`config.mk`:
```
export PLATFORM = sky130hd
export DESIGN_NAME = fifo_rptr_empty
export DESIGN_NICKNAME = d
export VERILOG_FILES = /design/src/rtl/fifo_rptr_empty.sv
export SDC_FILE = /design/constraint.sdc
export NUM_CORES = 1
export LEC_CHECK = 0
export CAP_MARGIN = 20
export CORE_AREA = 2 2 39 41
export DETAILED_ROUTE_END_ITERATION = 8
export DIE_AREA = 0 0 41 43
export DONT_BUFFER_PORTS = 1
export GPL_ROUTABILITY_DRIVEN = 0
export GPL_TIMING_DRIVEN = 0
export PLACE_DENSITY = 0.67
export SYNTH_ARGS = -nofsm -noshare
export SYNTH_HDL_FRONTEND = slang
export SYNTH_SLANG_ARGS = --single-unit
```
`constraint.sdc`:
```
create_clock -name rclk -period 2 [get_ports rclk]
set_clock_uncertainty 0.05 [all_clocks]
set_input_delay 0 -clock rclk [delete_from_list [all_inputs] [get_ports rclk]]
set_output_delay 0 -clock rclk [all_outputs]
set_load 0.02 [all_outputs]
```
`src/rtl/fifo_rptr_empty.sv`:
```
// Read-side pointer/empty controller for a dual-clock FIFO (rclk domain only).
// Define FIFO_RLEVEL_EN to add the registered reader-side occupancy output rlevel.
module fifo_rptr_empty #(
  parameter int ADRRSIZE    = 3,
  parameter int SYNC_STAGES = 2
) (
  input  logic                rclk,
  input  logic                rrst,
  input  logic                rinc,
  input  logic [ADRRSIZE:0]   wptr,
  output logic [ADRRSIZE-1:0] raddr,
  output logic [ADRRSIZE:0]   rptr,
  output logic                rempty
`ifdef FIFO_RLEVEL_EN
  ,
  output logic [ADRRSIZE:0]   rlevel
`endif
);

  logic [ADRRSIZE:0] rbin_reg;
  logic [ADRRSIZE:0] rptr_reg;
  logic              rempty_reg;
  logic [ADRRSIZE:0] rbin_next;
  logic [ADRRSIZE:0] rgray_next;
  logic [ADRRSIZE:0] rq_wptr;
  logic              pop;

  // Plain flop chain: no logic between stages so each stage sees a clean Gray value.
  for (genvar gi = 0; gi < SYNC_STAGES; gi++) begin : gen_sync
    logic [ADRRSIZE:0] stage_reg;
    if (gi == 0) begin : gen_first
      always_ff @(posedge rclk or posedge rrst) begin
        if (rrst) stage_reg <= '0;
        else      stage_reg <= wptr;
      end
    end else begin : gen_rest
      always_ff @(posedge rclk or posedge rrst) begin
        if (rrst) stage_reg <= '0;
        else      stage_reg <= gen_sync[gi-1].stage_reg;
      end
    end
  end

  assign rq_wptr = gen_sync[SYNC_STAGES-1].stage_reg;

  assign pop        = rinc & ~rempty_reg;
  assign rbin_next  = rbin_reg + {{ADRRSIZE{1'b0}}, pop};
  assign rgray_next = (rbin_next >> 1) ^ rbin_next;

  // Empty is evaluated against the post-pop pointer so the last pop raises it at once.
  always_ff @(posedge rclk or posedge rrst) begin
    if (rrst) begin
      rbin_reg   <= '0;
      rptr_reg   <= '0;
      rempty_reg <= 1'b1;
    end else begin
      rbin_reg   <= rbin_next;
      rptr_reg   <= rgray_next;
      rempty_reg <= (rgray_next == rq_wptr);
    end
  end

  assign raddr  = rbin_reg[ADRRSIZE-1:0];
  assign rptr   = rptr_reg;
  assign rempty = rempty_reg;

`ifdef FIFO_RLEVEL_EN
  logic [ADRRSIZE:0] wbin_s;
  logic [ADRRSIZE:0] rlevel_reg;

  // Gray-to-binary: each binary bit is the XOR of all Gray bits at or above it.
  for (genvar gi = 0; gi <= ADRRSIZE; gi++) begin : gen_g2b
    assign wbin_s[gi] = ^rq_wptr[ADRRSIZE:gi];
  end

  always_ff @(posedge rclk or posedge rrst) begin
    if (rrst) rlevel_reg <= '0;
    else      rlevel_reg <= wbin_s - rbin_next;
  end

  assign rlevel = rlevel_reg;
`endif

endmodule

```
# Word level (Yosys, flattened, before mapping)
# Cells that the tools add are included.
[classes]
addsub = 1
n_eq_ne = 1
bitwise = 3
[ops]
columns = ["op", "n"]
rows = [
  ["4-bit by 1-bit adder with 4-bit output", 1],
  ["4-bit equality test", 1],
  ["3-bit by 4-bit XOR with 4-bit output", 1],
  ["1-bit bitwise AND", 1],
  ["1-bit inverter", 1],
]
[totals]
ff_bits = 17
in_bits = 7
out_inout_bits = 8
elab_cells = 10

# Longest topological paths before layout
# Gate-level depths: netlist (run 1).
[logic_depth]
ltp_word = 5
ltp_mapped = 8
ltp_nobuf = 7

# Worst setup path after synthesis (run 1)
# Ideal clock, no wire load.
[synth_path]
kind = "flip-flop to flip-flop"
from = "register rempty_reg (netlist: rempty)"
to = "register rempty_reg (netlist: rempty)"
setup_ns = 0.094
t_arrival_ns = 1.892
required_time_ns = 1.856
path_slack_ns = -0.036
stages_incl_launch_ff = 9
n_path_buf = 1
synth_period_minus_slack_ns = 2.036
path_cell_list = "dfstp_2 -> nor2b_1 -> ha_1 -> ha_1 -> clkbuf_2 -> xnor2_2 -> xor2_1 -> mux2i_1 -> a311oi_1"
[synth_via]
elab_chain_cells = 5
[synth_lines]
columns = ["item", "line_no", "rtl"]
rows = [
  ["from (decl)", "22", "logic rempty_reg;"],
  ["from (signal assigned)", "59", "rempty_reg <= (rgray_next == rq_wptr);"],
  ["1-bit inverter", "46", "assign pop = rinc & ~rempty_reg;"],
  ["1-bit bitwise AND", "46", ""],
  ["4-bit by 1-bit adder with 4-bit output", "47", "assign rbin_next = rbin_reg + {{ADRRSIZE{1'b0}}, pop};"],
  ["3-bit by 4-bit XOR with 4-bit output", "48", "assign rgray_next = (rbin_next >> 1) ^ rbin_next;"],
  ["4-bit equality test", "59", ""],
]
# No other way between the ends.

# Final worst setup path (run 1)
# Ends and elaborated chain as after synthesis.

==> results of run 1 <==
==> through the flow <==
| step | setup TNS, ps | cell area [um2] | hold WS, ps | std cells |
|---|---|---|---|---|
| after floorplan | 0 | 671 | -137 | 51 |
| after global placement | -114 | 691 | -63.2 | 67 |
| after detailed placement | -83.8 | 691 | -66.9 | 67 |
| after CTS | 0 | 779 | 16.0 | 76 |
| after global routing | 0 | 811 | 42.4 | 77 |
| final | 0 | 811 | 22.4 | 77 |
==> area by class of cell <==
cell class | count | area [um2]
clock buffer | 4 | 36.3
timing repair buffer | 7 | 65.1
sequential | 16 | 402
buffer | 1 | 3.75
inverter | 2 | 7.51
tap | 16 | 20.0
fill | 104 | 573
multi-input combinational | 31 | 277
==> cell usage after synthesis <==
cell type,number,area (um2)
sky130_fd_sc_hd__a211o_1,1,8.76
sky130_fd_sc_hd__a21o_1,2,15.0
sky130_fd_sc_hd__a311oi_1,1,8.76
sky130_fd_sc_hd__and2_1,1,6.26
sky130_fd_sc_hd__clkbuf_1,1,3.75
sky130_fd_sc_hd__clkbuf_2,1,5.00
sky130_fd_sc_hd__dfrtp_1,15,375
sky130_fd_sc_hd__dfstp_2,1,26.3
sky130_fd_sc_hd__ha_1,2,25.0
sky130_fd_sc_hd__inv_1,2,7.51
sky130_fd_sc_hd__mux2i_1,1,10.0
sky130_fd_sc_hd__nand2_1,3,11.3
sky130_fd_sc_hd__nand3_1,2,10.0
sky130_fd_sc_hd__nand3b_1,1,7.51
sky130_fd_sc_hd__nand4_1,1,6.26
sky130_fd_sc_hd__nor2_1,2,7.51
sky130_fd_sc_hd__nor2b_1,2,12.5
sky130_fd_sc_hd__o211ai_1,1,7.51
sky130_fd_sc_hd__o21ai_0,1,5.00
sky130_fd_sc_hd__xnor2_1,3,26.3
sky130_fd_sc_hd__xnor2_2,1,16.3
sky130_fd_sc_hd__xor2_1,6,52.6
==> power by group through the flow <==
stage | sequential [mW] | clock (mW) | combinational, mW
2_1_floorplan | 0.583 | 0 | 0.387
3_3_place_gp | 0.598 | 0 | 0.435
3_5_place_dp | 0.601 | 0 | 0.444
4_1_cts | 0.593 | 0.216 | 0.478
5_1_grt | 0.614 | 0.230 | 0.593
6_report | 0.595 | 0.209 | 0.534
==> critical path, cell delays in order, from the launching register on <==
cell and delay [ps]:
sky130_fd_sc_hd__dfstp_2 600, sky130_fd_sc_hd__nor2b_1 70, sky130_fd_sc_hd__ha_2 210, sky130_fd_sc_hd__ha_4 200, sky130_fd_sc_hd__xor2_1 180, sky130_fd_sc_hd__a211o_1 290, sky130_fd_sc_hd__a311oi_2 230
==> logic make-up after synthesis <==
logic type               after synthesis  share of synthesized area [%]
adder cells (fa/ha/maj)                2                           3.82
AO/OA/AOI/OAI                          6                           6.88
flip-flops                            16                           61.4
buffers and inverters                  4                           2.48
AND/OR/NAND/NOR                       12                           9.37
multiplexers                           1                           1.53
XOR/XNOR                              10                           14.5
==> cell usage in the layout (no fill, tap or decap), drive strengths merged <==
cell type / netlist / layout
nand3b: 1 / 1
nand3: 2 / 2
xnor2: 4 / 4
nor2b: 2 / 2
dlygate4sd3: 0 / 5
buf: 0 / 2
a211o: 1 / 1
o211ai: 1 / 1
nor2: 2 / 2
dfstp: 1 / 1
a311oi: 1 / 1
mux2i: 1 / 1
nand2: 3 / 3
and2: 1 / 1
dfrtp: 15 / 15
o21ai: 1 / 1
inv: 2 / 2
ha: 2 / 2
a21o: 2 / 2
xor2: 6 / 6
nand4: 1 / 1
clkbuf: 2 / 5
==> layer usage <==
metal / wire length, um / share of wire [%]
met5: 0 / 0
met1: 364 / 38
met2: 550 / 57
met3: 46 / 4.8
met4: 6 / 0.62
==> final timing paths <==
check                      slack, ps                     start  cells after the start                        to
max                              100                    rempty                      6                    rempty
min                               20                      rinc                      2               rbin_reg[0]
max reg2reg                      100                    rempty                      6                    rempty
min reg2reg                      300  gen_sync[0].stage_reg[0]                      0  gen_sync[1].stage_reg[0]
max in group asynchronous       1380                      rrst                      2                    rempty
min in group asynchronous        150                      rrst                      2  gen_sync[0].stage_reg[2]
==> what timing repair did <==
item                       CTS  global route
setup endpoints to repair    1             1
buffers inserted             1             1
gates resized for setup      1             3
cloned                       0             0
hold endpoints to repair    20             0
pin swaps                    3             1
hold buffers                 5             0
==> results.txt, run 1 <==
Outcome -> finished, final reports clean
Worst slack at placement -> -83.8 ps
Number of DRC markers after the initial detailed-route iteration -> 11
Number of DRC violations after detailed routing -> 0
Total via count after detailed routing -> 399
CTS tree -> done
Internal power -> 0.814 mW
Final nets -> 71
IO buf count -> 0
Initial DRT Pass Iterations -> 3
Slew headroom -> 62.5%
Critical path launch point type -> flip-flop
Clock Latency Late Sink -> 280 ps
Final Power -> 1.34 mW
Fraction of the cycle the final worst path needs -> 95.2%
Pins over their slew limit -> 0
Total of warnings raised by yosys -> 0
Netlist area before placement -> 654 um2
Detailed placer's ending HPWL -> 631 um
Worst ir drop on vdd -> 724 uV
Highest attainable clock frequency -> 525 MHz
Post-DRT Antenna Nets -> 0
Clock root buffer -> sky130_fd_sc_hd__clkbuf_4
Number of core rows -> 14
Peak fanout along the critical path -> 5
Pwr per Cell Area -> 1650 nW/um2
Data arrival time at the worst-slack endpoint -> 2060 ps
GR Util met2 -> 20.0%
Switching Share -> 39.2%
Fraction of final layout cells sized beyond drive strength 1 -> 19.7%
Number of global-route vias before repair -> 364
Core ar. -> 1380 um2
Combinational cell fraction of total power -> 39.9%
Number of buffers on the longest clock path -> 2
Worst setup path category -> reg -> reg
Part of the Yosys area used for sequential elements -> 61.4%
Syn Nets -> 60
Count of endpoints failing hold in the final timing report -> 0
Largest net degree at the start of global routing -> 17
Grt met3 use -> 3.14%
Area growth syn-to-layout -> 23.9%
Utilization after layout -> 58.6%
Vertical die dimension -> 43 um
Power share of the sequential group -> 44.5%
M1 GR Usage -> 16.4%
Register clock-pin slew on the reported worst setup and hold paths -> 90 ps
Drt total wl -> 968 um
Critical path endpoint category -> flip-flop
Final setup margin -> 95.3 ps
Num CTS Buffers -> 3
Number of top-level design ports -> 15
Count of maximum capacitance violations -> 0
Initial antenna violation count -> 0
Minimum clock period after layout -> 1900 ps
Die area -> 1760 um2
Distinct cell type count after synthesis -> 22
Antenna cell count -> 0
Part of the power in the clock network -> 15.6%
Vias per inst -> 5.18
Most congested layer reported by global routing -> met2
Transition time at the pin with the least slew margin -> 562 ps
NetSw -> 0.525 mW
GRT Overall Usage -> 13.6%
Starting density of the core -> 47.3%
Unrepaired setup endpoints after global routing -> no
Max H-tree Level -> 1
Syn Inst Count -> 51
Remaining Overflow, GRT -> 0
Clock sinks -> 16
Flip-flop count of the largest register after layout -> 8
Die Width -> 41 um
Average footprint of a synthesized cell -> 12.8 um2
Mean routed wirelength per cell -> 12.6 um
Data required time at the worst endpoint -> 2150 ps
Yosys reg bits -> 16
Class of the tightest hold or removal check -> in -> reg
Leak pwr -> 0.352 nW
Wire length of the first global-routing pass -> 1520 um
Setup-violating endpoint count in the final report -> 0
Power figures use the tool's default switching activity.
==> inputs of run 2 (changes only) <==
MAX_ROUTING_LAYER = met4   (was not set)
PLACE_DENSITY = not set   (was 0.67)
clock period = 2.2 ns   (was 2 ns; I/O delays follow)
==> results.txt, run 2 (synthesis gave the netlist of run 1 again) <==
Register clock-pin slew on the reported worst setup and hold paths -> 90 ps (about the same)
Number of fill cells -> 117 (was 104)
Class of the tightest hold or removal check -> in -> reg (unchanged)
Instance area at placement -> 674 um2 (was 691 um2)
Worst slack at placement -> -19.8 ps (was -83.8 ps)
Fraction of final layout cells sized beyond drive strength 1 -> 18.0% (was 19.7%)
Starting density of the core -> 47.3% (unchanged)
Worst setup path category -> reg -> reg (unchanged)
Final nets -> 71 (unchanged)
Number of DRC violations after detailed routing -> 0 (unchanged)
First element of the critical path -> rempty (unchanged)
Worst ir drop on vdd -> 689 uV (was 724 uV)
R2R Path Start -> rempty (unchanged)
Wire length of the first global-routing pass -> 1740 um (was 1520 um)
Clock sinks -> 16 (unchanged)
CTS tree -> done (unchanged)
Transition time at the pin with the least slew margin -> 581 ps (was 562 ps)
Post-DRT Antenna Nets -> 0 (unchanged)
Detailed placer's ending HPWL -> 709 um (was 631 um)
Vertical die dimension -> 43 um (unchanged)
GRT Overall Usage -> 15.8% (was 13.6%)
Count of maximum capacitance violations -> 0 (unchanged)
Clock root buffer -> sky130_fd_sc_hd__clkbuf_4 (unchanged)
Number of core rows -> 14 (unchanged)
Num CTS Buffers -> 3 (unchanged)
Data arrival time at the worst-slack endpoint -> 2220 ps (was 2060 ps)
Critical path launch point type -> flip-flop (unchanged)
Number of buffers on the longest clock path -> 2 (unchanged)
Area growth syn-to-layout -> 22.0% (was 23.9%)
Initial DRT Pass Iterations -> 3 (unchanged)
Count of endpoints failing hold in the final timing report -> 0 (unchanged)
Pins over their slew limit -> 0 (unchanged)
Worst reg2reg path depth -> 6 (unchanged)
Minimum clock period after layout -> 2070 ps (was 1900 ps)
Flip-flop count of the largest register after layout -> 8 (unchanged)
Max H-tree Level -> 1 (unchanged)
Total via count after detailed routing -> 396 (was 399)
Die area -> 1760 um2 (unchanged)
Commonest cells after routing, fill and taps aside -> 15 x sky130_fd_sc_hd__dfrtp_1, 5 x sky130_fd_sc_hd__xor2_1, 5 x sky130_fd_sc_hd__dlygate4sd3_1 (unchanged)
Fraction of the cycle the final worst path needs -> 94.3% (was 95.2%)
Leak pwr -> 0.352 nW (about the same)
Largest net degree at the start of global routing -> 17 (unchanged)
Number of DRC markers after the initial detailed-route iteration -> 3 (was 11)
Antenna cell count -> 0 (unchanged)
Peak fanout along the critical path -> 5 (unchanged)
Finished Cell Area -> 798 um2 (was 811 um2)
Vias per inst -> 5.14 (was 5.18)
Final setup margin -> 126 ps (was 95.3 ps)
Reg-to-reg slack, setup -> 130 ps (was 100 ps)
Critical path endpoint category -> flip-flop (unchanged)
Final Power -> 1.22 mW (was 1.34 mW)
Sum Neg Setup Slack -> 0 ps (unchanged)
Drt total wl -> 1090 um (was 968 um)
Clock Latency Late Sink -> 280 ps (about the same)
Worst setup path end -> rempty (unchanged)
Slew headroom -> 61.2% (was 62.5%)
Core ar. -> 1380 um2 (unchanged)
Initial antenna violation count -> 0 (unchanged)
Outcome -> finished, final reports clean (unchanged)
Data required time at the worst endpoint -> 2340 ps (was 2150 ps)
Most common cell after layout, fill and taps aside -> sky130_fd_sc_hd__dfrtp_1 (unchanged)
Number of global-route vias before repair -> 414 (was 364)
Mean routed wirelength per cell -> 14.2 um (was 12.6 um)
IO buf count -> 0 (unchanged)
Setup-violating endpoint count in the final report -> 0 (unchanged)
Highest attainable clock frequency -> 482 MHz (was 525 MHz)
Unrepaired setup endpoints after global routing -> no (unchanged)
Pwr per Cell Area -> 1520 nW/um2 (was 1650 nW/um2)
Die Width -> 41 um (unchanged)
Number of top-level design ports -> 15 (unchanged)
Remaining Overflow, GRT -> 0 (unchanged)
Reg-to-Reg End -> rempty (unchanged)
## run 2: stage by stage
step,cells,hold slack [ps],utilization (%)
after detailed placement,67,-67.5,48.7
after global routing,77,35.2,57.7
after floorplan,51,-137,-
after CTS,76,31.4,56.2
after global placement,67,-88.0,48.7
final,77,42.6,57.7
## run 2: what timing repair did
action | in CTS | in global routing
pin swaps | 2 | 1
gates cloned | 0 | 0
resized for setup | 2 | 2
setup buffers | 0 | 2
endpoints found under the hold margin | 20 | 0
hold buffers | 5 | 0
endpoints found under the setup margin | 1 | 1
## run 2: layout make-up
cell class,count,area [um2],area share [%]
buffer,1,3.75,0.470
clock buffer,4,36.3,4.55
inverter,2,7.51,0.940
multi-input combinational,31,264,33.1
sequential,16,402,50.3
tap,16,20.0,2.51
timing repair buffer,7,65.1,8.15
## run 2: how the worst min path moves through the flow
stage | start | endpoint | slack [ps] | cells after the start
6_report | rinc | rbin_reg[0] | 40 | 2
3_5_place_dp | rrst | gen_sync[0].stage_reg[0] | -70 | 1
3_3_place_gp | rrst | gen_sync[0].stage_reg[1] | -90 | 1
2_1_floorplan | rrst | gen_sync[0].stage_reg[0] | -140 | 1
5_1_grt | rinc | rbin_reg[0] | 40 | 2
4_1_cts | rinc | rbin_reg[0] | 30 | 2
## run 2: metal layers
layer	global-route usage, %	wire length, um	up-vias
met3	3.14	69	2
met1	16.3	384	194
met4	10.0	8	0
met5	-	0	-
li1	-	-	187
met2	25.6	630	13
## run 2: worst max-delay path, stage by stage, from the launching register on
cell and delay (ps):
sky130_fd_sc_hd__dfstp_2 600, sky130_fd_sc_hd__nor2b_1 70, sky130_fd_sc_hd__ha_1 220, sky130_fd_sc_hd__ha_2 260, sky130_fd_sc_hd__xor2_1 200, sky130_fd_sc_hd__a211o_1 290, sky130_fd_sc_hd__a311oi_2 300
## run 2: report_power, final
group / total, mW / leakage (nW) / internal (mW) / switching [mW]
sequential: 0.539 / 0.185 / 0.380 / 0.159
combinational: 0.486 / 0.145 / 0.248 / 0.238
clock: 0.192 / 0.0210 / 0.101 / 0.0917
total: 1.22 / 0.352 / 0.729 / 0.489
==> inputs of run 3 (changes only) <==
SETUP_SLACK_MARGIN = 0.5   (was not set)
==> results.txt, run 3 (synthesis gave the netlist of run 1 again) <==
Fraction of final layout cells sized beyond drive strength 1 -> 25.0% (was 18.0%)
Clock root buffer -> sky130_fd_sc_hd__clkbuf_4 (unchanged)
Drt total wl -> 1110 um (was 1090 um)
Unrepaired setup endpoints after global routing -> yes (was no)
Die Width -> 41 um (unchanged)
GR Util met2 -> 24.7% (was 25.6%)
Remaining Overflow, GRT -> 0 (unchanged)
Register clock-pin slew on the reported worst setup and hold paths -> 90 ps (about the same)
Most common cell after layout, fill and taps aside -> sky130_fd_sc_hd__dfrtp_1 (unchanged)
Wire length of the first global-routing pass -> 1730 um (was 1740 um)
Clock sinks -> 16 (unchanged)
Fraction of the cycle the final worst path needs -> 92.7% (was 94.3%)
Commonest cells after routing, fill and taps aside -> 15 x sky130_fd_sc_hd__dfrtp_1, 5 x sky130_fd_sc_hd__xor2_1, 5 x sky130_fd_sc_hd__dlygate4sd3_1 (unchanged)
Initial DRT Pass Iterations -> 4 (was 3)
Peak fanout along the critical path -> 4 (was 5)
Number of DRC violations after detailed routing -> 0 (unchanged)
Starting density of the core -> 47.3% (unchanged)
Sum Neg Setup Slack -> 0 ps (unchanged)
Clock Latency Late Sink -> 280 ps (about the same)
Antenna cell count -> 0 (unchanged)
GRT Overall Usage -> 16.0% (was 15.8%)
Area growth syn-to-layout -> 31.2% (was 22.0%)
Transition time at the pin with the least slew margin -> 576 ps (was 581 ps)
Mean routed wirelength per cell -> 13.9 um (was 14.2 um)
Number of global-route vias before repair -> 428 (was 414)
Worst ir drop on vdd -> 716 uV (was 689 uV)
Number of core rows -> 14 (unchanged)
Leak pwr -> 0.379 nW (was 0.352 nW)
Area occupied by multi-input gates -> 280 um2 (was 264 um2)
Die area -> 1760 um2 (unchanged)
Number of top-level design ports -> 15 (unchanged)
Critical path launch point type -> flip-flop (unchanged)
Pwr per Cell Area -> 1500 nW/um2 (was 1520 nW/um2)
Number of buffers on the longest clock path -> 2 (unchanged)
Vertical die dimension -> 43 um (unchanged)
Slew headroom -> 61.6% (was 61.2%)
Grt met3 use -> 3.66% (was 3.14%)
Post-DRT Antenna Nets -> 0 (unchanged)
Data required time at the worst endpoint -> 2330 ps (was 2340 ps)
Highest attainable clock frequency -> 490 MHz (was 482 MHz)
IO buf count -> 0 (unchanged)
Number of fill cells -> 106 (was 117)
Flip-flop count of the largest register after layout -> 8 (unchanged)
Initial antenna violation count -> 0 (unchanged)
Vias per inst -> 5.19 (was 5.14)
Data arrival time at the worst-slack endpoint -> 2170 ps (was 2220 ps)
Total via count after detailed routing -> 415 (was 396)
M1 GR Usage -> 16.5% (was 16.3%)
Detailed placer's ending HPWL -> 792 um (was 709 um)
Max H-tree Level -> 1 (unchanged)
CTS tree -> done (unchanged)
Most congested layer reported by global routing -> met2 (unchanged)
Setup-violating endpoint count in the final report -> 0 (unchanged)
Num CTS Buffers -> 3 (unchanged)
Number of DRC markers after the initial detailed-route iteration -> 6 (was 3)
Final Power -> 1.29 mW (was 1.22 mW)
Count of maximum capacitance violations -> 0 (unchanged)
Count of endpoints failing hold in the final timing report -> 0 (unchanged)
Minimum clock period after layout -> 2040 ps (was 2070 ps)
Final nets -> 74 (was 71)
Area used by sequential logic in the layout -> 402 um2 (unchanged)
Critical path endpoint category -> flip-flop (unchanged)
Worst setup path category -> reg -> reg (unchanged)
Pins over their slew limit -> 0 (unchanged)
Outcome -> finished, final reports clean (unchanged)
Core ar. -> 1380 um2 (unchanged)
Largest net degree at the start of global routing -> 17 (unchanged)
Class of the tightest hold or removal check -> in -> reg (unchanged)
run 3: layout make-up:
cell class	count	area share (%)
Clock buffer	4	4.23
Tap cell	16	2.33
Sequential cell	16	46.8
Timing Repair Buffer	9	9.77
Inverter	2	0.875
Buffer	2	3.35
Multi-Input combinational cell	31	32.7
run 3: worst max-delay path, stage by stage (launching register included):
cell	delay, ps
sky130_fd_sc_hd__dfstp_2	600
sky130_fd_sc_hd__nor2b_2	60
sky130_fd_sc_hd__ha_2	190
sky130_fd_sc_hd__ha_4	160
sky130_fd_sc_hd__clkbuf_16	150
sky130_fd_sc_hd__xnor2_4	130
sky130_fd_sc_hd__xor2_2	190
sky130_fd_sc_hd__mux2i_1	130
sky130_fd_sc_hd__a311oi_1	270
run 3: through the flow:
step | worst slack [ps] | utilization [%] | instance area, um2 | std cells | hold slack, ps
after floorplan | 278 | - | 689 | 51 | -137
after global placement | 120 | 51.3 | 709 | 67 | -87.2
after detailed placement | 123 | 51.3 | 709 | 67 | -67.1
after CTS | 167 | 59.9 | 830 | 79 | 27.3
after global routing | 55.4 | 62.0 | 858 | 80 | 16.5
final | 161 | 62.0 | 858 | 80 | 7.32
run 3: routing by layer:
metal / wire length (um) / vias to the layer above
li1: - / 193
met5: 0 / -
met2: 594 / 17
met4: 7 / 0
met1: 434 / 203
met3: 75 / 2
run 3: what timing repair did:
| action | CTS | global route |
|---|---|---|
| hold endpoints to repair | 20 | 0 |
| pin swaps | 3 | 4 |
| gates resized for setup | 1 | 4 |
| hold buffers | 5 | 0 |
| setup buffers | 3 | 1 |
| setup endpoints to repair | 1 | 4 |
run 3: path summary, 6_finish.rpt:
kind,start,end,slack [ps],cells past startpoint
min in group asynchronous,rrst,gen_sync[1].stage_reg[0],150,2
hold / removal,rinc,rbin_reg[0],7,2
setup / recovery,rempty,rempty,160,8
max in group asynchronous,rrst,rempty,1560,2
setup reg to reg,rempty,rempty,160,8
hold reg to reg,gen_sync[0].stage_reg[1],gen_sync[1].stage_reg[1],310,0
run 3: power by group:
group	total [mW]	switching (mW)	internal [mW]	leakage [nW]
combinational	0.548	0.241	0.308	0.173
sequential	0.547	0.167	0.380	0.185
clock	0.191	0.0905	0.101	0.0210
